===== src/rtl/ca_nco_generator_if.sv =====
// Bus bundle for the NCO-paced GPS C/A code generator.
// Build option: define EARLY_LATE_EN to add the early/late chip outputs.
interface ca_nco_generator_if #(
    parameter int NCO_WIDTH = 32
);
    logic                 enable;
    logic [4:0]           prn;
    logic [NCO_WIDTH-1:0] rate_inc;
    logic                 load;
    logic [9:0]           load_phase;
    logic [9:0]           code_shift;
    logic                 out;
    logic                 chip_strobe;
    logic                 epoch;
    logic                 busy;
    logic [9:0]           g1;
`ifdef EARLY_LATE_EN
    logic                 early;
    logic                 late;

    modport master (
        output enable, prn, rate_inc, load, load_phase,
        input  code_shift, out, chip_strobe, epoch, busy, g1, early, late
    );
    modport slave (
        input  enable, prn, rate_inc, load, load_phase,
        output code_shift, out, chip_strobe, epoch, busy, g1, early, late
    );
`else
    modport master (
        output enable, prn, rate_inc, load, load_phase,
        input  code_shift, out, chip_strobe, epoch, busy, g1
    );
    modport slave (
        input  enable, prn, rate_inc, load, load_phase,
        output code_shift, out, chip_strobe, epoch, busy, g1
    );
`endif
endinterface


===== src/rtl/ca_nco_generator.sv =====
// GPS L1 C/A Gold-code generator paced by a phase-accumulator NCO, with code-phase slew.
// Build option: define EARLY_LATE_EN to add half-chip early/late outputs.
module ca_nco_generator #(
    parameter int NCO_WIDTH = 32,
    parameter int CODE_LEN  = 1023
) (
    input  logic                 clk,
    input  logic                 reset,
    ca_nco_generator_if.slave    bus
);
    typedef enum logic {RUN, SLEW} state_t;

    localparam logic [9:0] LAST = 10'(CODE_LEN - 1);

    // Register bit k holds LFSR stage k+1, so stage 10 is bit 9.
    function automatic logic [9:0] g1_step(input logic [9:0] s);
        return {s[8:0], s[2] ^ s[9]};
    endfunction

    function automatic logic [9:0] g2_step(input logic [9:0] s);
        return {s[8:0], s[1] ^ s[2] ^ s[5] ^ s[7] ^ s[8] ^ s[9]};
    endfunction

    function automatic logic [7:0] taps(input logic [4:0] p);
        case (p)
            5'd0:    taps = {4'd2, 4'd6};
            5'd1:    taps = {4'd3, 4'd7};
            5'd2:    taps = {4'd4, 4'd8};
            5'd3:    taps = {4'd5, 4'd9};
            5'd4:    taps = {4'd1, 4'd9};
            5'd5:    taps = {4'd2, 4'd10};
            5'd6:    taps = {4'd1, 4'd8};
            5'd7:    taps = {4'd2, 4'd9};
            5'd8:    taps = {4'd3, 4'd10};
            5'd9:    taps = {4'd2, 4'd3};
            5'd10:   taps = {4'd3, 4'd4};
            5'd11:   taps = {4'd5, 4'd6};
            5'd12:   taps = {4'd6, 4'd7};
            5'd13:   taps = {4'd7, 4'd8};
            5'd14:   taps = {4'd8, 4'd9};
            5'd15:   taps = {4'd9, 4'd10};
            5'd16:   taps = {4'd1, 4'd4};
            5'd17:   taps = {4'd2, 4'd5};
            5'd18:   taps = {4'd3, 4'd6};
            5'd19:   taps = {4'd4, 4'd7};
            5'd20:   taps = {4'd5, 4'd8};
            5'd21:   taps = {4'd6, 4'd9};
            5'd22:   taps = {4'd1, 4'd3};
            5'd23:   taps = {4'd4, 4'd6};
            5'd24:   taps = {4'd5, 4'd7};
            5'd25:   taps = {4'd6, 4'd8};
            5'd26:   taps = {4'd7, 4'd9};
            5'd27:   taps = {4'd8, 4'd10};
            5'd28:   taps = {4'd1, 4'd6};
            5'd29:   taps = {4'd2, 4'd7};
            5'd30:   taps = {4'd3, 4'd8};
            default: taps = {4'd4, 4'd9};
        endcase
    endfunction

    function automatic logic chip_of(input logic [9:0] g1s, input logic [9:0] g2s,
                                     input logic [4:0] p);
        logic [7:0] t;
        t = taps(p);
        return g1s[9] ^ g2s[t[7:4] - 4'd1] ^ g2s[t[3:0] - 4'd1];
    endfunction

    state_t               state_q, state_d;
    logic [NCO_WIDTH-1:0] acc_q, acc_d;
    logic [NCO_WIDTH:0]   sum;
    logic [9:0]           g1_q, g1_d, g2_q, g2_d;
    logic [9:0]           code_shift_q, code_shift_d;
    logic [9:0]           target_q, target_d;
    logic [4:0]           prn_q, prn_d;
    logic                 strobe_q, strobe_d;
    logic                 epoch_q, epoch_d;
    logic                 advance;
    logic                 out_chip;

    always_comb begin
        state_d      = state_q;
        acc_d        = acc_q;
        g1_d         = g1_q;
        g2_d         = g2_q;
        code_shift_d = code_shift_q;
        target_d     = target_q;
        prn_d        = prn_q;
        strobe_d     = 1'b0;
        epoch_d      = 1'b0;
        advance      = 1'b0;
        sum          = {1'b0, acc_q} + {1'b0, bus.rate_inc};

        if (bus.load) begin
            prn_d        = bus.prn;
            target_d     = (bus.load_phase >= 10'(CODE_LEN)) ? 10'd0 : bus.load_phase;
            acc_d        = '0;
            code_shift_d = 10'd0;
            g1_d         = 10'h3FF;
            g2_d         = 10'h3FF;
            state_d      = SLEW;
        end else if (state_q == SLEW) begin
            if (code_shift_q == target_q) begin
                state_d = RUN;
            end else begin
                advance = 1'b1;
            end
        end else if (bus.enable) begin
            acc_d    = sum[NCO_WIDTH-1:0];
            advance  = sum[NCO_WIDTH];
            strobe_d = sum[NCO_WIDTH];
            epoch_d  = sum[NCO_WIDTH] && (code_shift_q == LAST);
        end

        // The epoch wrap reloads the LFSRs rather than stepping them.
        if (advance) begin
            if (code_shift_q == LAST) begin
                g1_d         = 10'h3FF;
                g2_d         = 10'h3FF;
                code_shift_d = 10'd0;
            end else begin
                g1_d         = g1_step(g1_q);
                g2_d         = g2_step(g2_q);
                code_shift_d = code_shift_q + 10'd1;
            end
        end
    end

    always_ff @(posedge clk) begin
        if (reset) begin
            state_q      <= RUN;
            acc_q        <= '0;
            g1_q         <= 10'h3FF;
            g2_q         <= 10'h3FF;
            code_shift_q <= 10'd0;
            target_q     <= 10'd0;
            prn_q        <= bus.prn;
            strobe_q     <= 1'b0;
            epoch_q      <= 1'b0;
        end else begin
            state_q      <= state_d;
            acc_q        <= acc_d;
            g1_q         <= g1_d;
            g2_q         <= g2_d;
            code_shift_q <= code_shift_d;
            target_q     <= target_d;
            prn_q        <= prn_d;
            strobe_q     <= strobe_d;
            epoch_q      <= epoch_d;
        end
    end

    assign out_chip        = chip_of(g1_q, g2_q, prn_q);
    assign bus.out         = out_chip;
    assign bus.code_shift  = code_shift_q;
    assign bus.chip_strobe = strobe_q;
    assign bus.epoch       = epoch_q;
    assign bus.busy        = (state_q == SLEW);
    assign bus.g1          = g1_q;

`ifdef EARLY_LATE_EN
    logic       next_chip_q, next_chip_d;
    logic       prev_chip_q, prev_chip_d;
    logic [9:0] look_g1, look_g2;

    // next_chip is the chip that follows whatever the LFSRs will hold after this edge.
    always_comb begin
        look_g1     = g1_step(g1_d);
        look_g2     = g2_step(g2_d);
        prev_chip_d = prev_chip_q;
        if (code_shift_d == LAST) begin
            look_g1 = 10'h3FF;
            look_g2 = 10'h3FF;
        end
        next_chip_d = chip_of(look_g1, look_g2, prn_d);
        if (bus.load) begin
            prev_chip_d = 1'b1;
        end else if (advance) begin
            prev_chip_d = out_chip;
        end
    end

    always_ff @(posedge clk) begin
        if (reset) begin
            next_chip_q <= chip_of(g1_step(10'h3FF), g2_step(10'h3FF), bus.prn);
            prev_chip_q <= 1'b1;
        end else begin
            next_chip_q <= next_chip_d;
            prev_chip_q <= prev_chip_d;
        end
    end

    assign bus.early = (state_q == SLEW || !acc_q[NCO_WIDTH-1]) ? out_chip : next_chip_q;
    assign bus.late  = (state_q == SLEW || acc_q[NCO_WIDTH-1]) ? out_chip : prev_chip_q;
`endif
endmodule


===== src/flat_wrapper.sv =====
// flat-port wrapper written by rule: the top's interface ports become plain ports
module ca_nco_generator_flat 
#(
    parameter int NCO_WIDTH = 32,
    parameter int CODE_LEN  = 1023
)
  (clk, reset, bus_enable, bus_prn, bus_rate_inc, bus_load, bus_load_phase, bus_code_shift, bus_out, bus_chip_strobe, bus_epoch, bus_busy, bus_g1);
  ca_nco_generator_if #(.NCO_WIDTH(NCO_WIDTH)) bus_i ();
  input  logic clk;
  input  logic reset;
  input wire logic [$bits(bus_i.enable)-1:0] bus_enable;
  input wire logic [$bits(bus_i.prn)-1:0] bus_prn;
  input wire logic [$bits(bus_i.rate_inc)-1:0] bus_rate_inc;
  input wire logic [$bits(bus_i.load)-1:0] bus_load;
  input wire logic [$bits(bus_i.load_phase)-1:0] bus_load_phase;
  output wire logic [$bits(bus_i.code_shift)-1:0] bus_code_shift;
  output wire logic [$bits(bus_i.out)-1:0] bus_out;
  output wire logic [$bits(bus_i.chip_strobe)-1:0] bus_chip_strobe;
  output wire logic [$bits(bus_i.epoch)-1:0] bus_epoch;
  output wire logic [$bits(bus_i.busy)-1:0] bus_busy;
  output wire logic [$bits(bus_i.g1)-1:0] bus_g1;
  assign bus_i.enable = bus_enable;
  assign bus_i.prn = bus_prn;
  assign bus_i.rate_inc = bus_rate_inc;
  assign bus_i.load = bus_load;
  assign bus_i.load_phase = bus_load_phase;
  assign bus_code_shift = bus_i.code_shift;
  assign bus_out = bus_i.out;
  assign bus_chip_strobe = bus_i.chip_strobe;
  assign bus_epoch = bus_i.epoch;
  assign bus_busy = bus_i.busy;
  assign bus_g1 = bus_i.g1;
  ca_nco_generator #(.NCO_WIDTH(NCO_WIDTH), .CODE_LEN(CODE_LEN)) u_core (.clk(clk), .reset(reset), .bus(bus_i));
endmodule

===== config.mk =====
export PLATFORM = sky130hd
export DESIGN_NAME = ca_nco_generator_flat
export DESIGN_NICKNAME = d
export VERILOG_FILES = /design/src/rtl/ca_nco_generator_if.sv /design/src/rtl/ca_nco_generator.sv /design/src/flat_wrapper.sv
export SDC_FILE = /design/constraint.sdc
export NUM_CORES = 1
export LEC_CHECK = 0
export ABC_CLOCK_PERIOD_IN_PS = 3260
export BUFFER_PORTS_ARGS = -buffer_cell sky130_fd_sc_hd__buf_2
export CORE_AREA = 2 2 114 94
export CTS_BUF_LIST = sky130_fd_sc_hd__clkbuf_8
export DETAILED_ROUTE_END_ITERATION = 7
export DIE_AREA = 0 0 116 96
export GPL_ROUTABILITY_DRIVEN = 0
export PLACE_DENSITY = 0.82
export SYNTH_ARGS = -nofsm -noshare
export SYNTH_HDL_FRONTEND = slang
export SYNTH_SLANG_ARGS = --single-unit

===== constraint.sdc =====
create_clock -name clk -period 3.26 [get_ports clk]
set_clock_uncertainty 0.1 [all_clocks]
set_input_delay 0.326 -clock clk [delete_from_list [all_inputs] [get_ports clk]]
set_output_delay 0.326 -clock clk [all_outputs]
set_load 0.05 [all_outputs]

==> flow_summary.ini <==
[global_routing]
grt_usage_pct = 26.3
overflow = 0
grt_first_pass_wirelength_um = 23500
grt_pass1_vias = 5005
grt_max_degree = 43
antenna_found_initial = 0

[timing]
setup_tns_ns = 0
setup_viol = 0
finalCritPeriodShare_pct = 95.5
rsz0062_at_grt = no
period_needed_ns = 3.11
finalWorstSetupSlack_ns = 0.147
drv_slew = 0
fmax_ghz = 0.321
max_slew_margin_pct = 25.7
worst_pin_slew_ns = 1.11
hold_violations = 0

[drt]
vias = 5553
wl_per_cell_um = 15.6
dr.pass1.iters = 5
postRouteAntennaNets = 0
routed_wl_um = 14400
drc = 0
viasPerCell = 6.00
drt_iter0_drc = 508

[finish]
area_growth_pct = 11.6
final.fill_count = 836
multi_input_area_um2 = 3900
nets = 875
seq_area_um2 = 1810
drive_gt1_share_pct = 17.5
n_antenna_cell = 0

[critical_path]
max_stage_delay_ns = 0.45
r2r_start = u_core.acc_q[0]
cp.arrival_ns = 3.32
reg2reg_to = u_core.bus.g1[8]
worstSetupPathType = flop to flop
required_ns = 3.47
worstPathCellList = ha_1, fa_1, a211oi_2, o21bai_1, a21oi_2, o31ai_4, a31oi_4, o211ai_2, buf_4, nor3b_2, o21bai_1
rr_worst_depth = 11
worstSetupStartpoint = u_core.acc_q[0]
critPathLaunchType = flop
worstSetupEndpoint = u_core.bus.g1[8]
cp-end-kind = flop
regToRegSetupSlack_ns = 0.15
crit_fanout = 42
slowest_stage = fa_1
cpMostUsedCell = o21bai_1

[placed_design]
portBuffers = 74
dp_hpwl_um = 10500
place_ws_ns = 0.0654

[cts]
path_clk_slew_ns = 0.09
clk_latency_ns = 0.38
cts_setup_buffers = 0
cts_hold_buf = 0
clk_path_buf_depth = 2
ctsHtreeMaxLevel = 3
ctsResizeCount = 0
cts_tree = yes
numCtsBuffers = 9
clock_sinks = 88
root_buffer = clkbuf_8

[synthesis]
yosys.area.top_type = dfxtp_1
synth_nets = 818
ys_seq_area_share_pct = 30.4
ys_seq_elements = 88
synth_edf_count = 5
synth_top_cell_area_share_pct = 27.9
synthMuxAreaShare_pct = 3.07
syn_inst = 723
synth_fa_ha_area_share_pct = 9.37
ys_warn_count = 0
synthXorXnorAreaFrac_pct = 5.88
yosys_most_used_dff = dfxtp_1
synth.distinct_cells = 67
async_reset_ff_share_pct = 0
synthesis.area_um2 = 5960
synthTopCellsByArea = dfxtp_1 28%, ha_1 9.0%, nand2_1 6.2%
synth_compound_area_share_pct = 25.1
avgSynthCellArea_um2 = 8.24
synth-simple-area-share_pct = 22.1
synth_top_family_by_area = compound AO/OA/AOI/OAI gates

[floorplan]
start_util_pct = 59.6
io_pins = 75
die_area_um2 = 11100
placementRows = 33
core_area_um2 = 9990
die_w_um = 116
fp.dieH_um = 96

[pwr]
vdd_drop_max_uv = 222
switching_power_mw = 0.899
sw_frac_of_total_pct = 32.7
p_clk_share_pct = 32.4
power.density_nw_per_um2 = 413
internal_power_mw = 1.85
p_leak_nw = 2.95
p_comb_share_pct = 24.9
seqPwrFrac_pct = 42.7

[run]
maxCapViolCount = 0

[status]
status = complete, no violations

[worst_hold_path]
min_path_type = input port to flop
==> final cells by class <==
class / count / share of cell area [%]
Clock inverter: 7 / 1.60
Clock buffer: 9 / 1.86
Timing Repair Buffer: 85 / 6.81
Tap cell: 140 / 2.63
Inverter: 21 / 1.19
Sequential cell: 88 / 27.2
Multi-Input combinational cell: 575 / 58.7
==> worst max-delay path, delay by kind of cell (launching register included) <==
family,cells,cell delay (ns)
DFF,1,0.33
AOI/OAI and AO/OA,7,1.49
buffers and inverters,1,0.26
and+or+nand+nor,1,0.19
adders and majority gates,2,0.67
==> logic make-up after synthesis <==
logic type | Yosys count
and+or+nand+nor | 259
AOI/OAI and AO/OA | 219
DFF | 88
buffers and inverters | 60
adders and majority gates | 44
xor gates and xnor gates | 40
muxes | 13
==> cell usage in the layout, fill, tap and decap left out, types with 4 or more instances in the layout <==
master / count
o21bai_1: 25
nor4_1: 4
a211o_1: 8
nor2b_1: 4
o21a_1: 4
and3_1: 10
clkbuf_8: 9
xor2_1: 7
nor3b_2: 20
mux4_2: 4
ha_1: 43
nand2_1: 99
nand4_1: 16
dfxtp_1: 83
nor2_1: 64
a211oi_1: 7
xnor2_1: 33
o21ai_0: 30
a21oi_1: 66
mux2i_1: 7
a21o_1: 17
buf_2: 74
inv_1: 20
nor3_1: 11
buf_4: 11
nand3_1: 16
a22o_1: 12
edfxtp_1: 5
a31oi_1: 11
==> Yosys cell counts (2+ instances only) <==
master and n:
nand4_1 16, a21o_1 17, or3_1 3, o21ai_0 30
xnor2_1 33, buf_1 3, o211ai_1 2, inv_1 20
o21a_1 4, nor3_1 11, a21oi_1 66, o32a_1 2
a41oi_1 3, nand3_1 16, a31oi_1 11, o22ai_1 3
ha_1 43, buf_2 3, nor4_1 4, o211a_1 2
dfxtp_1 83, a211o_1 8, and3_1 10, and2_1 2
a211oi_1 7, o22a_1 2, and4_1 3, nand2_1 99
xor2_1 7, nor2_1 64, o41ai_1 2, mux2_2 2
mux2i_1 7, nand3b_1 2, o21bai_1 25, buf_4 4
mux4_2 4, a221o_1 3, a22o_1 12, nor3b_2 20
nand2b_1 3, o21ai_1 2, edfxtp_1 5, clkbuf_1 29
nor2b_1 4
==> power groups by stage <==
stage          Sequential [mW]  Clock (mW)  Combinational (mW)
3_3_place_gp              1.20           0               0.647
5_1_grt                   1.18       0.939               0.751
4_1_cts                   1.17       0.910               0.677
3_5_place_dp              1.20           0               0.673
2_1_floorplan             1.20           0               0.506
6_report                  1.17       0.891               0.685
==> worst min-delay path by stage <==
stage | start | end | slack (ns) | cells after the start
after detailed placement | u_core.acc_q[19] | u_core.acc_q[19] | 0.34 | 2
after global placement | u_core.acc_q[19] | u_core.acc_q[19] | 0.34 | 2
after CTS | bus_prn[1] | u_core.prn_q[1] | 0.04 | 1
after floorplan | bus_prn[0] | u_core.prn_q[0] | 0.32 | 0
final | bus_prn[1] | u_core.prn_q[1] | 0.04 | 1
after global routing | bus_prn[1] | u_core.prn_q[1] | 0.04 | 1
==> routing by layer <==
| metal | share of wire [%] | vias to the layer above | track usage [%] | routed length, um |
|---|---|---|---|---|
| met5 | 0 | - | 0 | 0 |
| met4 | 1.8 | 0 | 9.72 | 257 |
| met3 | 5.9 | 23 | 4.22 | 851 |
| met2 | 46 | 208 | 42.2 | 6610 |
| met1 | 46 | 2588 | 35.9 | 6670 |
| li1 | - | 2734 | - | - |
==> state kept, by name, indices dropped and copies added (netlist names), named ones only <==
name,count
u_core.acc_q,32
u_core.bus.code_shift,10
u_core.bus.g1,10
u_core.g2_q,10
u_core.target_q,10
u_core.prn_q,5
u_core.bus.busy,1
u_core.bus.chip_strobe,1
u_core.bus.epoch,1
==> metrics by stage <==
| step | power, mW | instances | hold WS [ns] | util [%] | instance area [um2] |
|---|---|---|---|---|---|
| finish | 2.75 | 925 | 0.0436 | 66.6 | 6650 |
| global route | 2.87 | 925 | 0.0447 | 66.6 | 6650 |
| CTS | 2.76 | 925 | 0.0363 | 66.6 | 6650 |
| detailed placement | 1.87 | 909 | 0.344 | 64.2 | 6420 |
| global placement | 1.84 | 909 | 0.336 | 64.2 | 6420 |
| floorplan | 1.71 | 723 | 0.325 | - | 5960 |
Note: power is estimated with default switching activity, not from simulation.
